**src/rtl/xif_core_initiator.sv**
```systemverilog
// Core-side CV-X-IF initiator: allocates X_IDs, issues, commits in order, retires results.
// Optional: define COMMIT_KILL_EN to add kill_req and kill committed instructions.
module xif_core_initiator #(
  parameter int X_ID_WIDTH      = 4,
  parameter int XLEN            = 32,
  parameter int MAX_OUTSTANDING = 8
) (
  input  logic                  ck,
  input  logic                  rst,
  input  logic                  req_valid,
  output logic                  req_ready,
  input  logic [31:0]           req_instr,
  input  logic [XLEN-1:0]       req_rs1,
  input  logic [XLEN-1:0]       req_rs2,
  input  logic                  drain,
  output logic                  issue_valid,
  input  logic                  issue_ready,
  output logic [31:0]           issue_instr,
  output logic [X_ID_WIDTH-1:0] issue_id,
  output logic [XLEN-1:0]       issue_rs1,
  output logic [XLEN-1:0]       issue_rs2,
  input  logic                  issue_accept,
  output logic                  commit_valid,
  output logic [X_ID_WIDTH-1:0] commit_id,
  output logic                  commit_kill,
`ifdef COMMIT_KILL_EN
  input  logic                  kill_req,
`endif
  input  logic                  result_valid,
  output logic                  result_ready,
  input  logic [X_ID_WIDTH-1:0] result_id,
  input  logic [XLEN-1:0]       result_data,
  output logic                  wb_valid,
  output logic [XLEN-1:0]       wb_data,
  output logic [X_ID_WIDTH:0]   outstanding,
  output logic                  idle,
  output logic [15:0]           err_cnt
);
  localparam int NUM_IDS = 1 << X_ID_WIDTH;
  localparam logic [X_ID_WIDTH:0] MAX_CNT = (X_ID_WIDTH+1)'(MAX_OUTSTANDING);

  typedef enum logic [2:0] {S_IDLE, S_ISSUE, S_WAIT, S_STALL, S_DRAIN} state_e;
  state_e state_q, state_d;

  logic                  issue_valid_q, issue_valid_d;
  logic [31:0]           issue_instr_q, issue_instr_d;
  logic [X_ID_WIDTH-1:0] issue_id_q, issue_id_d;
  logic [XLEN-1:0]       issue_rs1_q, issue_rs1_d;
  logic [XLEN-1:0]       issue_rs2_q, issue_rs2_d;
  logic                  commit_valid_q, commit_valid_d;
  logic [X_ID_WIDTH-1:0] commit_id_q, commit_id_d;
  logic                  commit_kill_q, commit_kill_d;
  logic                  wb_valid_q, wb_valid_d;
  logic [XLEN-1:0]       wb_data_q, wb_data_d;
  logic [X_ID_WIDTH:0]   outstanding_q, outstanding_d;
  logic [15:0]           err_cnt_q, err_cnt_d;
  logic [X_ID_WIDTH-1:0] next_id_q, next_id_d;
  logic [NUM_IDS-1:0]    sb_q, sb_d;

  logic issue_hs, issue_acc, res_hs, res_ok, res_err, kill_clr;
  logic pending_stuck, blocked, req_hs, req_ready_c;

  function automatic logic [15:0] sat_inc16(input logic [15:0] v);
    return (v == 16'hFFFF) ? v : v + 16'd1;
  endfunction

  always_comb begin
    issue_hs  = issue_valid_q & issue_ready;
    issue_acc = issue_hs & issue_accept;
    res_hs    = result_valid & ~rst & (outstanding_q != '0);
    res_ok    = res_hs & sb_q[result_id];
    res_err   = result_valid & ~res_ok;
    kill_clr  = 1'b0;
`ifdef COMMIT_KILL_EN
    // A result for the same ID in the same cycle already retires it.
    kill_clr  = commit_valid_q & commit_kill_q & sb_q[commit_id_q] &
                ~(res_ok & (result_id == commit_id_q));
`endif

    sb_d = sb_q;
    if (res_ok)    sb_d[result_id]   = 1'b0;
    if (kill_clr)  sb_d[commit_id_q] = 1'b0;
    if (issue_acc) sb_d[issue_id_q]  = 1'b1;

    next_id_d     = issue_acc ? next_id_q + 1'b1 : next_id_q;
    outstanding_d = outstanding_q + (X_ID_WIDTH+1)'(issue_acc)
                  - (X_ID_WIDTH+1)'(res_ok) - (X_ID_WIDTH+1)'(kill_clr);

    // Never hand out an ID that is still in flight after this cycle's updates.
    blocked       = (outstanding_d >= MAX_CNT) | sb_d[next_id_d];
    pending_stuck = issue_valid_q & ~issue_ready;
    req_ready_c   = ~rst & ((state_q == S_IDLE) | (state_q == S_ISSUE)) &
                    ~pending_stuck & ~blocked & ~drain;
    req_hs        = req_valid & req_ready_c;

    issue_valid_d = issue_valid_q;
    issue_instr_d = issue_instr_q;
    issue_id_d    = issue_id_q;
    issue_rs1_d   = issue_rs1_q;
    issue_rs2_d   = issue_rs2_q;
    if (issue_hs) issue_valid_d = 1'b0;
    if (req_hs) begin
      issue_valid_d = 1'b1;
      issue_instr_d = req_instr;
      issue_id_d    = next_id_d;
      issue_rs1_d   = req_rs1;
      issue_rs2_d   = req_rs2;
    end

    commit_valid_d = issue_acc;
    commit_id_d    = issue_acc ? issue_id_q : commit_id_q;
    commit_kill_d  = 1'b0;
`ifdef COMMIT_KILL_EN
    commit_kill_d  = issue_acc & kill_req;
`endif

    wb_valid_d = res_ok;
    wb_data_d  = res_ok ? result_data : wb_data_q;
    err_cnt_d  = res_err ? sat_inc16(err_cnt_q) : err_cnt_q;

    state_d = state_q;
    unique case (state_q)
      S_IDLE: begin
        if (drain)          state_d = S_DRAIN;
        else if (req_valid) state_d = S_ISSUE;
      end
      S_ISSUE: begin
        if (pending_stuck)   state_d = S_WAIT;
        else if (drain)      state_d = S_DRAIN;
        else if (req_hs)     state_d = S_ISSUE;
        else if (!req_valid) state_d = S_IDLE;
        else if (blocked)    state_d = S_STALL;
      end
      S_WAIT: begin
        if (issue_ready) state_d = drain ? S_DRAIN : S_ISSUE;
      end
      S_STALL: begin
        if (drain)                 state_d = S_DRAIN;
        else if (res_ok | kill_clr) state_d = S_ISSUE;
      end
      S_DRAIN: begin
        if ((outstanding_q == '0) && !drain) state_d = S_IDLE;
      end
      default: state_d = S_IDLE;
    endcase
  end

  always_ff @(posedge ck or posedge rst) begin
    if (rst) state_q <= S_IDLE;
    else     state_q <= state_d;
  end

  always_ff @(posedge ck or posedge rst) begin
    if (rst) begin
      issue_valid_q  <= 1'b0;
      issue_instr_q  <= '0;
      issue_id_q     <= '0;
      issue_rs1_q    <= '0;
      issue_rs2_q    <= '0;
      commit_valid_q <= 1'b0;
      commit_id_q    <= '0;
      commit_kill_q  <= 1'b0;
      wb_valid_q     <= 1'b0;
      wb_data_q      <= '0;
      outstanding_q  <= '0;
      err_cnt_q      <= '0;
      next_id_q      <= '0;
      sb_q           <= '0;
    end else begin
      issue_valid_q  <= issue_valid_d;
      issue_instr_q  <= issue_instr_d;
      issue_id_q     <= issue_id_d;
      issue_rs1_q    <= issue_rs1_d;
      issue_rs2_q    <= issue_rs2_d;
      commit_valid_q <= commit_valid_d;
      commit_id_q    <= commit_id_d;
      commit_kill_q  <= commit_kill_d;
      wb_valid_q     <= wb_valid_d;
      wb_data_q      <= wb_data_d;
      outstanding_q  <= outstanding_d;
      err_cnt_q      <= err_cnt_d;
      next_id_q      <= next_id_d;
      sb_q           <= sb_d;
    end
  end

  assign req_ready    = req_ready_c;
  assign issue_valid  = issue_valid_q;
  assign issue_instr  = issue_instr_q;
  assign issue_id     = issue_id_q;
  assign issue_rs1    = issue_rs1_q;
  assign issue_rs2    = issue_rs2_q;
  assign commit_valid = commit_valid_q;
  assign commit_id    = commit_id_q;
  assign commit_kill  = commit_kill_q;
  assign result_ready = ~rst & (outstanding_q != '0);
  assign wb_valid     = wb_valid_q;
  assign wb_data      = wb_data_q;
  assign outstanding  = outstanding_q;
  assign idle         = ~rst & (state_q == S_IDLE) & (outstanding_q == '0);
  assign err_cnt      = err_cnt_q;
endmodule

```
**config.mk**
```make
export PLATFORM = sky130hd
export DESIGN_NAME = xif_core_initiator
export DESIGN_NICKNAME = d
export VERILOG_FILES = /design/src/rtl/xif_core_initiator.sv
export SDC_FILE = /design/constraint.sdc
export NUM_CORES = 1
export LEC_CHECK = 0
export BUFFER_PORTS_ARGS = -buffer_cell sky130_fd_sc_hd__buf_2
export CAP_MARGIN = 0
export CORE_MARGIN = 1
export CORE_UTILIZATION = 45
export DETAILED_ROUTE_END_ITERATION = 12
export GPL_TIMING_DRIVEN = 0
export PLACE_DENSITY = 0.81
export SKIP_CTS_REPAIR_TIMING = 1
export SKIP_LAST_GASP = 1
export SYNTH_ARGS = -nofsm -noshare
export SYNTH_HDL_FRONTEND = slang
export SYNTH_SLANG_ARGS = --single-unit
export TNS_END_PERCENT = 100
```
**constraint.sdc**
```tcl
create_clock -name ck -period 5.1 [get_ports ck]
set_input_delay 0.255 -clock ck [delete_from_list [all_inputs] [get_ports ck]]
set_output_delay 0.255 -clock ck [all_outputs]
set_load 0.01 [all_outputs]
```
# Word-level counts from Yosys, hierarchy flattened
# Cells that the tools add are included.
dict set report word_totals {
  reg_bits 183
  latch_bits 0
  mem_bits_rw 0
  romBits 0
  out_inout_bits 164
  wordCells 97
  memories 0
}
dict set report op_classes {
  add_sub_neg 4
  multipliers 0
  n_div 0
  n_lt_le_gt_ge 6
  eq_ne 10
  n_shift 0
  muxes 26
  bitwise_logic 27
  reduce_logical 10
}
# cell count
set ops {}
lappend ops {{$mux W3} 12}
lappend ops {{$mux W16} 2}
lappend ops {{$add A16 B1 Y16 const B} 1}
lappend ops {{$and A16 B16 Y16} 1}
lappend ops {{$eq A16 B16 Y1 const B} 1}
lappend ops {{$not A16 Y16} 1}
lappend ops {{$or A16 B16 Y16} 1}
lappend ops {{$and A1 B1 Y1} 15}
lappend ops {{$lt A4 B5 Y1 const B} 3}
lappend ops {{$pmux W3 S5} 1}
lappend ops {{$bmux W1 S4} 2}
lappend ops {{$demux W1 S4} 2}
lappend ops {{$ge A4 B1 Y1 const B} 2}
lappend ops {{$not A1 Y1} 7}
lappend ops {{$eq A3 B2 Y1 const B} 2}
lappend ops {{$mux W1} 6}
lappend ops {{$ne A3 B3 Y1 const B} 2}
lappend ops {{$ne A6 B6 Y1 const B} 1}
lappend ops {{$add A5 B1 Y5} 1}
lappend ops {{$ge A5 B4 Y1 const B} 1}
lappend ops {{$logic_not A5 Y1} 1}
lappend ops {{$reduce_and A5 Y1} 1}
lappend ops {{$reduce_bool A5 Y1} 1}
lappend ops {{$sub A5 B1 Y5} 1}
lappend ops {{other kinds (11)} 15}

# Longest topological paths before layout
dict set report depth {
  depth_word 20
  depth_mapped 22
}

# Worst setup path before layout
# OpenSTA, ideal clock, no wires.
dict set report synth_path {
  path_kind {input-to-reg}
  start {in rst}
  end {reg issue_id_q[2], in the netlist issue_id[2]}
  setup_time_ps 125
  t_arrival_ps 5614
  required_time_ps 4975
  slack_ps -639
  stages 6
  n_path_buf 2
  cell_sequence {inv_1 > nand2_1 > a2111oi_4 > buf_12 > buf_12 > mux2_4}
}
dict set report synth_via {
  elab_chain_cells 14
  word_cells_on_any_way 18
}
# item line
set synth_rtl {}
lappend synth_rtl {{from (decl)} 9} ;# input logic rst,
lappend synth_rtl {{$not A1 Y1 *} {70, 92}}
lappend synth_rtl {{parallel branches: the longest is 10 deep, another holds $sub A5 B1 Y5} n/a}
lappend synth_rtl {{$and A1 B1 Y1 * (2 in series)} 93} ;# ~pending_stuck & ~blocked & ~drain;
lappend synth_rtl {{$and A1 B1 Y1 *} 94} ;# req_hs = req_valid & req_ready_c;
lappend synth_rtl {{to (signal assigned)} 172} ;# issue_id_q <= issue_id_d;
lappend synth_rtl {{to (decl)} 47} ;# logic [X_ID_WIDTH-1:0] issue_id_q, issue_id_d;
# Mark *: on every way between the ends. The select of a mux whose other input is x is not followed.
# A chain may end at the register's enable or synchronous reset.

# Final worst setup path
dict set report layout_path {
  start {reg outstanding_q[2], in the netlist outstanding[2]}
  end {out req_ready}
}
dict set report layout_via {
  elab_chain_cells 12
  word_cells_on_any_way 15
}
# item line
set layout_rtl {}
lappend layout_rtl {{from (decl)} 55} ;# logic [X_ID_WIDTH:0] outstanding_q, outstanding_d;
lappend layout_rtl {{from (signal assigned)} 180} ;# outstanding_q <= outstanding_d;
lappend layout_rtl {{parallel branches: the longest is 8 deep, another holds $add A5 B1 Y5} n/a}
lappend layout_rtl {{$or A1 B1 Y1 *} 90} ;# blocked = (outstanding_d >= MAX_CNT) | sb_d[next_id_d];
lappend layout_rtl {{$not A1 Y1 *} 93}
lappend layout_rtl {{$and A1 B1 Y1 * (2 in series)} 93}
lappend layout_rtl {{to (decl)} 11} ;# output logic req_ready,
# Marks and branches as above.

==> summary.txt <==
Routed met2 length - 11.3 mm
RSZ-0062 raised after global routing - no
Via count - 6460
Endpoints failing hold - 0
Placed cells - 1205
Clk pwr share - 0.301
Antenna violations before repair - 5
Worst path cell trace - inv_1, ha_1, nor4b_2, buf_2, nor2_1, nand4_1, buf_4, clkinvlp_4, buf_4, ha_1, inv_1, ha_1, inv_1, fa_1, inv_1, a21oi_1, nor2_1, or3_1, nand3_1, a211oi_1, and3_1, buf_2
Hold Startpoint - result_data[25]
CP startpoint - outstanding[2]
FFs w/ async S/R, synth - 1.00
FF-to-FF setup slack - 0.53 ns
Top Layer Used - met4
Max_cap viols - 0
Overflow after GRT - 0
Post-synthesis simple-gate area fraction - 0.116
CP delay by family, top - buffers and inverters
Worst path required time - 4.85 ns
Pwr dens - 399 nW/um^2
Cell Count, Final, Fillers Out - 1246
Status - finished clean
Die H - 140 microns
Pint - 2.99 mW
Largest family of logic cells by synthesized area - multiplexers
Most Frequent Cell on Critical Path - inv_1
Initial core utilization - 0.467
Hold endpoint - wb_data[25]
Pin count of the biggest net entering global routing - 43
Critical R2R Launch - outstanding[2]
Complex-gate fraction of the synthesized area - 0.0567
CP Max Fanout - 10
Switching share of power - 0.322
DR iter-0 viols - 295
Vias in the first global route - 6735
Gr usage total - 0.231
Area of the die - 19500 sq um
Number of flops mapped to enable cells by yosys - 0
Netlist Area Pre-Place - 8520 sq um
Combinational Power Share - 0.267
XOR/XNOR share of the synthesized area - 0.0323
Num rows - 49
Core area - 18300 sq um
#FFs+latches synth - 183
Critical path's slowest cell - fa_1
Mapped Cells - 671
Period Utilization, post-route - 0.917
Synth area leaders - dfrtp_1, mux2_4, nand2_1, buf_12, xor2_1
Syn Nets - 819
Critical path startpoint category - flip-flop
Period minus WS final - 4.68 ns
CTS HTree Levels - 4
Worst Clk Skew - 0.0126 ns
Most used DFF post-synth - dfrtp_1
Clk slew on worst S/H paths - 0.08 ns
Met3 wire len - 1.69 mm
M1 wire length - 8.85 mm
Clock root cell - clkbuf_16
WP buf/inv - 9
Max-slew violations - 0
Static Leak - 5.94 nW
Synth Area per Inst - 12.7 sq um
Port bufs - 301
Worst Tran Pin Value - 0.857 ns
Sequential area share after synthesis - 0.537
Psw - 1.42 mW
Reg2Reg Depth - 23
Routed vias/inst - 5.18
# clock sinks - 183
Reg2reg end - issue_rs1[29]
NumNets Final - 1150
HP Class - in2reg
Remaining DRCs - 0
CP Class - reg2out
WHS Path Cells - 3
Die W - 140 microns
Area leader, netlist - dfrtp_1
Post-synth top area share - 0.537
CTS tree - done
Slew HR - 0.421
CP arrival - 4.42 ns
Placer Congestion - 0.915
Cell variety after synth - 63
Sequential share of power - 0.432
Clock Tree Buf Depth - 2
Final TNS setup - 0 ns
Mux cell area share after synthesis - 0.194
Wirelength per Cell - 18.0 microns
CP Capture Type - output port
Synth Warn # - 0
First-pass GRT wire length - 35.4 mm
Clock insertion delay at the later pin of the skew report - 0.42 ns
Area Overhead vs Synth - 29.9%
Setup violators final - 0
Post-Synth Adder-Cell Area - 0.0141
First-pass detailed-route iteration total - 5
CTS buffer count - 17
HPWL after DPL - 17.0 mm
Fmax - 214 MHz
Layout cells sized above 1 - 0.478
Largest stage delay on the critical path - 0.42 ns
Worst vdd ir - 0.293 mV
IO Count - 303
Number of nets with antenna violations after routing - 0
Detailed-route wire length - 22.4 mm
==> final cells by class <==
class / count / area [sq um]
plain buffers: 33 / 323
clock buffers: 18 / 439
multi-input cells: 429 / 3520
inverters: 25 / 101
fillers: 1482 / 7200
well taps: 229 / 287
diodes: 3 / 7.51
repair buffers: 313 / 1650
flip-flops and latches: 183 / 4580
clock inverters: 13 / 164
==> cells by family (layout without fill, tap and decap cells) <==
family / count (synthesis) / after routing
adder cells (fa/ha/maj): 9 / 9
AND/OR/NAND/NOR: 214 / 214
AO/OA/AOI/OAI: 61 / 61
multiplexers: 115 / 115
other: 1 / 4
flip-flops: 183 / 183
XOR/XNOR: 29 / 29
buffers and inverters: 59 / 402
==> worst max-delay path by stage <==
stage | end | slack [ns] | cells after the start
final | req_ready | 0.42 | 22
after global routing | req_ready | 0.007 | 22
after CTS | req_ready | -0.31 | 21
after detailed placement | issue_rs1[26] | -0.28 | 23
after global placement | issue_rs1[1] | -0.38 | 7
after floorplan | issue_id[2] | 0.68 | 22
==> metal layers <==
| layer | vias up | GRT usage |
|---|---|---|
| met5 | - | 0 |
| met4 | 0 | 0.0891 |
| met3 | 46 | 0.0633 |
| met2 | 278 | 0.396 |
| met1 | 3140 | 0.276 |
| li1 | 2996 | - |
==> state kept, by name, summed over array words and instances (netlist names) <==
name,count
state_q,3
outstanding,5
wb_data,32
issue_valid,1
issue_id,4
wb_valid,1
next_id_q,4
issue_instr,32
err_cnt,16
issue_rs2,32
commit_valid,1
commit_id,4
sb_q,16
issue_rs1,32
==> cells in the mapped netlist (all sizes together) (7+ instances only) <==
library cell / count
clkbuf: 10
mux2i: 10
nor3: 10
dfrtp: 183
mux2: 103
inv: 25
nand3: 10
xor2: 17
ha: 8
nor2: 16
xnor2: 11
nand2: 128
buf: 24
nor4: 8
o21ai: 7
nand4: 8
==> tightest hold or removal path, delay by kind of cell <==
family                 cells  cell delay [ns]
AND/OR/NAND/NOR            2             0.08
buffers and inverters      1             0.07
==> layout by cell type, fill, tap and decap left out, drive strengths merged, types with 4 or more instances in the layout <==
cell type / netlist / layout
nor3: 10 / 10
o21ai: 7 / 7
mux2i: 10 / 10
a22o: 6 / 6
nor2b: 6 / 6
o31ai: 6 / 6
nand2: 128 / 128
nand3: 10 / 10
and3: 5 / 5
dfrtp: 183 / 183
or3: 4 / 4
clkinv: 0 / 5
mux2: 103 / 103
xor2: 17 / 17
clkbuf: 10 / 28
inv: 25 / 29
nor2: 16 / 16
xnor2: 11 / 11
nor4: 8 / 8
a31oi: 6 / 6
ha: 8 / 8
a211oi: 4 / 4
nand2b: 5 / 5
buf: 24 / 336
a21oi: 6 / 6
nand4: 8 / 8
==> power groups by stage <==
stage          sequential (mW)  combinational (mW)  clock, mW
3_5_place_dp              1.93                1.17          0
5_1_grt                   1.94                1.28       1.42
2_1_floorplan             2.04               0.568          0
4_1_cts                   1.91                1.18       1.36
3_3_place_gp              1.91                1.14          0
6_report                  1.91                1.18       1.33
==> per-stage QoR <==
step / setup WS (ns) / cell area, sq um / hold WS, ns / total power, mW / util
after global placement: -0.378 / 10300 / 0.444 / 3.05 / 0.565
after global routing: 0.00711 / 11100 / 0.000397 / 4.64 / 0.606
after detailed placement: -0.283 / 10400 / 0.447 / 3.10 / 0.569
after floorplan: 0.678 / 8530 / 0.333 / 2.60 / -
after CTS: -0.306 / 11000 / -0.00528 / 4.45 / 0.602
final: 0.421 / 11100 / 0.0111 / 4.42 / 0.606
(Power assumes the default switching activity.)
